===== src/rtl/psel_pkg.sv =====
// Shared types and default sizing for the psel_arb arbiter.
package psel_pkg;

    typedef enum logic {
        IDLE  = 1'b0,
        GRANT = 1'b1
    } psel_state_e;

    localparam int PSEL_WIDTH    = 4;
    localparam int PSEL_MAX_HOLD = 8;

endpackage


===== src/rtl/psel_pick.sv =====
// Combinational winner search: descending from start, wrapping past 0 to WIDTH-1,
// over requests not masked by excl. Returns a one-hot winner.
module psel_pick #(
    parameter int WIDTH = 4
) (
    input  logic [WIDTH-1:0]         req,
    input  logic [WIDTH-1:0]         excl,
    input  logic [$clog2(WIDTH)-1:0] start,
    output logic [WIDTH-1:0]         win,
    output logic                     vld
);
    localparam int IW = $clog2(WIDTH);

    logic [WIDTH-1:0] cand;
    logic [IW-1:0]    idx;
    logic             found;

    assign cand = req & ~excl;
    assign vld  = |cand;

    // WIDTH is a power of two, so index arithmetic wraps naturally.
    always_comb begin
        win   = '0;
        idx   = '0;
        found = 1'b0;
        for (int i = 0; i < WIDTH; i++) begin
            idx = start - IW'(i);
            if (!found && cand[idx]) begin
                win[idx] = 1'b1;
                found    = 1'b1;
            end
        end
    end

endmodule


===== src/rtl/psel_arb.sv =====
// Request arbiter with hold limit and forced re-arbitration. Fixed-priority
// (highest index) by default; define PSEL_ARB_RR_EN for round-robin selection.
module psel_arb
    import psel_pkg::*;
#(
    parameter int WIDTH    = PSEL_WIDTH,
    parameter int MAX_HOLD = PSEL_MAX_HOLD
) (
    input  logic                     clock,
    input  logic                     reset_n,
    input  logic [WIDTH-1:0]         req,
    input  logic                     en,
    output logic [WIDTH-1:0]         gnt,
    output logic [$clog2(WIDTH)-1:0] gnt_idx,
    output logic                     gnt_valid,
    output logic                     req_up
);
    localparam int IW = $clog2(WIDTH);
    localparam int CW = $clog2(MAX_HOLD + 1);

    psel_state_e      state_q;
    logic [CW-1:0]    cnt_q;
    logic [WIDTH-1:0] gnt_q;
    logic [IW-1:0]    idx_q;

    logic [WIDTH-1:0] excl;
    logic [WIDTH-1:0] win;
    logic             win_vld;
    logic [IW-1:0]    win_idx;
    logic [IW-1:0]    start;
    logic             owner_req;
    logic             expired;
    logic             keep;
    logic             load;

    assign req_up    = en & (|req);
    assign owner_req = |(req & gnt_q);
    assign expired   = (cnt_q == CW'(MAX_HOLD));
    // Only an expired owner is barred; a dropped owner has no request anyway.
    assign excl      = expired ? gnt_q : '0;

`ifdef PSEL_ARB_RR_EN
    logic [IW-1:0] ptr_q;

    assign start = ptr_q - IW'(1);

    always_ff @(posedge clock) begin
        if (!reset_n)
            ptr_q <= '0;
        else if (load)
            ptr_q <= win_idx;
    end
`else
    assign start = IW'(WIDTH - 1);
`endif

    psel_pick #(.WIDTH(WIDTH)) u_pick (
        .req   (req),
        .excl  (excl),
        .start (start),
        .win   (win),
        .vld   (win_vld)
    );

    always_comb begin
        win_idx = '0;
        for (int i = 0; i < WIDTH; i++)
            if (win[i]) win_idx = IW'(i);
    end

    // Owner stays while requesting, unless it has expired and someone else waits.
    assign keep = (state_q == GRANT) && owner_req && (!expired || !win_vld);
    assign load = en && win_vld && !keep;

    always_ff @(posedge clock) begin
        if (!reset_n || !en) begin
            state_q <= IDLE;
            cnt_q   <= '0;
            gnt_q   <= '0;
            idx_q   <= '0;
        end else if (load) begin
            state_q <= GRANT;
            cnt_q   <= CW'(1);
            gnt_q   <= win;
            idx_q   <= win_idx;
        end else if (keep) begin
            if (!expired) cnt_q <= cnt_q + CW'(1);
        end else begin
            state_q <= IDLE;
            cnt_q   <= '0;
            gnt_q   <= '0;
            idx_q   <= '0;
        end
    end

    assign gnt       = gnt_q;
    assign gnt_idx   = idx_q;
    assign gnt_valid = |gnt_q;

endmodule


===== config.mk =====
export PLATFORM = sky130hd
export DESIGN_NAME = psel_arb
export DESIGN_NICKNAME = d
export VERILOG_FILES = /design/src/rtl/psel_pkg.sv /design/src/rtl/psel_pick.sv /design/src/rtl/psel_arb.sv
export SDC_FILE = /design/constraint.sdc
export NUM_CORES = 1
export LEC_CHECK = 0
export CAP_MARGIN = 0
export CORE_ASPECT_RATIO = 0.75
export CORE_UTILIZATION = 54
export CTS_CLUSTER_SIZE = 8
export DETAILED_ROUTE_END_ITERATION = 7
export PLACE_DENSITY = 0.79
export SYNTH_ARGS = -nofsm -noshare
export SYNTH_HDL_FRONTEND = slang
export SYNTH_HIERARCHICAL = 1
export SYNTH_SLANG_ARGS = --single-unit

===== constraint.sdc =====
create_clock -name clock -period 3.3 [get_ports clock]
set_clock_uncertainty 0.2 [all_clocks]
set_input_delay 0.66 -clock clock [delete_from_list [all_inputs] [get_ports clock]]
set_output_delay 0.66 -clock clock [all_outputs]
set_load 0.02 [all_outputs]

After elaboration in Yosys (flattened, before gate mapping)
Index checks and enable logic that the tools add are counted.
{ "word_totals": {"ff_bits": 11, "word_cells": 56, "n_memories": 0, "latchBits": 0, "out_inout_bits": 8, "mem_bits_ro": 0, "mem_bits_rw": 0} }
{ "classes": {"n_mux": 20, "multipliers": 0, "n_addsub": 1, "eq_ne": 3, "magnitude_cmp": 0, "n_div": 0, "shift": 0, "n_bitwise": 5, "reduce_logical": 22} }
{ "op_table": {"columns": ["cell", "n"], "rows": [
  ["$mux W4", 4],
  ["$reduce_or A4 Y1", 4],
  ["$mux W1", 10],
  ["$mux W2", 5],
  ["$and A4 B4 Y4", 2],
  ["$logic_not A1 Y1", 8],
  ["$logic_and A1 B1 Y1", 7],
  ["$add A4 B1 Y4 const B", 1],
  ["$eq A4 B4 Y1 const B", 1],
  ["$not A4 Y4", 1],
  ["$mux W3", 1],
  ["$ne A3 B2 Y1 const B", 1],
  ["$reduce_or A3 Y1", 1],
  ["$logic_or A1 B1 Y1", 2],
  ["$ne A2 B1 Y1 const B", 1],
  ["$and A1 B1 Y1", 1],
  ["$not A1 Y1", 1]
]} }

Longest topological paths before layout
{ "depth": {"depth_word": 15, "depth_mapped": 12} }

Modules after synthesis
The synthesis kept the hierarchy.
{ "modules_own_cells": {"columns": ["mod", "cells_each", "seq_area_each_um2", "area_each_um2", "instances"], "rows": [
  ["psel_arb", 64, 220.2, 638.1, 1],
  ["psel_pick", 46, 0.0, 424.2, 1]
]} }

Worst setup path after synthesis
No wires, ideal clock.
{ "synth_path": {"path_kind": "register to register", "startpoint": "register cnt_q[0]", "endpoint": "register idx_q[0], in the netlist gnt_idx[0]", "setup_slack_ps": 597, "path_stages_with_launch": 12, "setup_ps": 132, "required_time_ps": 2968, "t_arrival_ps": 2371, "path_cell_list": "dfxtp_1 > inv_1 > ha_1 > nand3b_1 > nor2_1 > nor2b_4 > mux4_2 > a22o_1 > a21o_1 > a221o_1 > o21ai_0 > o32ai_2"} }
{ "synth_rtl": {"columns": ["element", "line_no", "text"], "rows": [
  ["start: declaration", "psel_arb.sv:22", "logic [CW-1:0] cnt_q;"],
  ["start signal: assignment", "psel_arb.sv:87", "if (!expired) cnt_q <= cnt_q + CW'(1);"],
  ["$eq A4 B4 Y1", "psel_arb.sv:38", "assign expired = (cnt_q == CW'(MAX_HOLD));"],
  ["$mux W4", "psel_arb.sv:40", "assign excl = expired ? gnt_q : '0;"],
  ["via excl[3]", "psel_arb.sv:26", "logic [WIDTH-1:0] excl;"],
  ["$not A4 Y4", "psel_pick.sv:18", "assign cand = req & ~excl;"],
  ["$and A4 B4 Y4", "psel_pick.sv:18", null],
  ["$mux W4", "psel_pick.sv:28", "if (!found && cand[idx]) begin"],
  ["via win[3]", "psel_arb.sv:27", "logic [WIDTH-1:0] win;"],
  ["$mux W2", "psel_arb.sv:68", "if (win[i]) win_idx = IW'(i);"],
  ["$mux W2", "psel_arb.sv:81", "end else if (load) begin"],
  ["end signal: assignment", "psel_arb.sv:85", "idx_q <= win_idx;"],
  ["end: declaration", "psel_arb.sv:24", "logic [IW-1:0] idx_q;"]
]} }
The timed path passes the listed nets, and every way through them passes these cells.
A chain may end at the register's enable or synchronous reset.

Final worst setup path
{ "layout_path": {"startpoint": "register cnt_q[0]", "endpoint": "register idx_q[1], in the netlist gnt_idx[1]"} }
Same word-level chain as after synthesis.

==> results.txt <==
Status: finished, final reports clean
Static Leak: 0.5418 nW
Post-DP Area: 1260 sq um
Clock root buffer: clkbuf_4
Register area share after synthesis: 20.73%
Tmin final: 3.001 ns
Setup Slack @ Placement: 0.1360 ns
Gr usage total: 24.80%
# DRC: 0
Die Height: 40.41 microns
Initial antenna violation count: 0
Commonest non-fill, non-tap cell in the layout: clkdlybuf4s50_1
Layout area overhead: 21.08%
Worst-Margin Slew: 0.7480 ns
Number of synthesized flops with an enable pin: 0
Hold Path Stages: 2
H-tree Lvls: 1
Maximum Capacitance Violations: 0
Post-synth cell types: 41
Clk Latency, worst-skew pair: 0.27 ns
Seq cells post-synth: 11
Final-report hold violation count: 0
# rows: 13
Layout Cells excl Fill: 160
Fraction of layout cells with a size suffix above 1: 16.67%
First-pass GRT wire length: 3698 microns
Wire length per cell: 14.86 microns
Initial Utilization: 59.37%
Detailed placement HPWL: 1843 microns
Kind of critical path: reg2reg
Fin crit share: 90.94%
Critical Path RT: 3.24 ns
Critical Path End Type: flip-flop
Ys flop type: dfxtp_1
Final Max Slew Viols: 0
Mapped Avg Cell Area: 9.657 sq um
CP startpoint kind: flip-flop
CTS tree: done
Total Neg Setup Slack: 0 ns
Most frequent cells in the layout: clkdlybuf4s50_1, conb_1, dfxtp_1, inv_1, ha_1
Die footprint: 2150 sq um
Post-Synthesis Cells: 110
N_diodes: 0
Initial DRC count: 54
Core area: 1789 sq um
Placed Cells: 156
Vias in the first global route: 800
Clock slew seen by the registers of the worst setup and hold paths: 0.07 ns
FFs w/ async S/R, synth: 0%
Total CTS buffers: 3
Power Dens Cells: 275.0 nW/um^2
PortBufs: 14
R2R cell count: 11
Maximum VDD drop: 0.2184 mV
Syn Std Cell Area: 1062 sq um
CP max FO: 5
Worst hold path class: reg2reg
RSZ-0062 raised after global routing: no
Vias/cell: 5.969
Clock Tree Buf Depth: 2
Remaining global-route overflow: 0
Final Wtd Congestion: 0.9186
Number of hold buffers added after cts: 0
Slew Limit Headroom: 50.12%
Vias: 955
Antenna Nets Post-Route: 0
Largest net degree at the start of global routing: 12
Highest clock rate: 0.3332 GHz
Post-CTS Setup Inserts: 0
Endpoints failing setup: 0
Post-CTS sizing: 0
CTS Sinks: 11
Final Net Count: 155
Horiz. Die Dim: 53.22 microns
Pre-antenna DRT Iters: 4
Final instance area: 1286 sq um
Final WS setup: 0.2991 ns
Io pins: 15
Post-Route WL: 2378 microns
Warnings from Yosys: 6
# fillers: 143
Arrival @ worst endpoint: 2.94 ns
-- path summary, 6_finish.rpt --
check / startpoint / end / slack, ns
worst min register to register: gnt_idx[0] / gnt_idx[0] / 0.30
worst max register to register: cnt_q[0] / gnt_idx[1] / 0.30
worst max-delay path: cnt_q[0] / gnt_idx[1] / 0.30
worst min-delay path: gnt_idx[0] / gnt_idx[0] / 0.30
-- layout make-up --
class	count	area (sq um)	share of cell area, %
multi-input cells	98	827.0	64.30
flip-flops and latches	11	220.2	17.12
repair buffers	15	147.6	11.48
inverters	10	37.54	2.918
well taps	22	27.53	2.140
clock buffers	4	26.28	2.043
-- worst max-delay path, stage by stage (launching register included) --
cell and delay, ns:
dfxtp_1 0.35, inv_1 0.10, ha_1 0.18, nand3b_1 0.18, nor2_1 0.24, nor2b_4 0.08
mux4_2 0.53, a22o_1 0.21, a21o_1 0.15, a221o_1 0.30, o21ai_0 0.24, o32ai_2 0.11
-- per-stage QoR --
step,hold WS [ns],utilization [%],total power (W)
floorplan,0.3197,-,0.0002256
global placement,0.2881,70.42,0.0002535
detailed placement,0.2989,70.42,0.0002551
CTS,0.3059,71.89,0.0003487
global route,0.3318,71.89,0.0003752
finish,0.3027,71.89,0.0003537
-- synth_stat cells, types with 3 or more instances --
library cell	n	area share (%)
nor2b_4	3	3.9
nand2_1	5	1.8
nor3_1	4	1.9
a221o_1	4	3.8
nand2b_1	3	1.8
inv_1	10	3.5
o32ai_2	6	9.2
a21o_1	5	3.5
dfxtp_1	11	21
nor2_1	5	1.8
nand3_1	4	1.9
ha_1	9	11
a22o_1	6	4.9
-- sequential cells by signal (all words and copies together), names as in the netlist --
| signal | flops |
|---|---|
| state_q | 1 |
| gnt_idx | 2 |
| gnt | 4 |
| cnt_q | 4 |
-- kinds of logic after synthesis --
| family | after synthesis | synth area share [%] |
|---|---|---|
| DFF | 11 | 20.73 |
| and+or+nand+nor | 39 | 24.15 |
| muxes | 3 | 5.182 |
| AOI/OAI and AO/OA | 31 | 30.86 |
| other | 1 | 0.3530 |
| buffers and inverters | 13 | 5.654 |
| adders and majority gates | 9 | 10.60 |
| xor gates and xnor gates | 3 | 2.474 |
-- power by group --
group / leakage [nW] / total (W) / internal [W] / switching (W)
combinational: 0.437 / 0.000116 / 0.0000540 / 0.0000623
clock: 0.0150 / 0.0000951 / 0.0000469 / 0.0000482
sequential: 0.0896 / 0.000142 / 0.000138 / 0.00000422
total: 0.542 / 0.000354 / 0.000239 / 0.000115
-- per-layer routing --
metal / vias to the layer above / track usage, % / wire, microns
li1: 463 / - / -
met1: 456 / 36.12 / 1201
met2: 36 / 36.25 / 998
met3: 0 / 8.333 / 177
met4: 0 / 1.316 / 0
met5: - / 0 / 0
(Power assumes the default switching activity.)
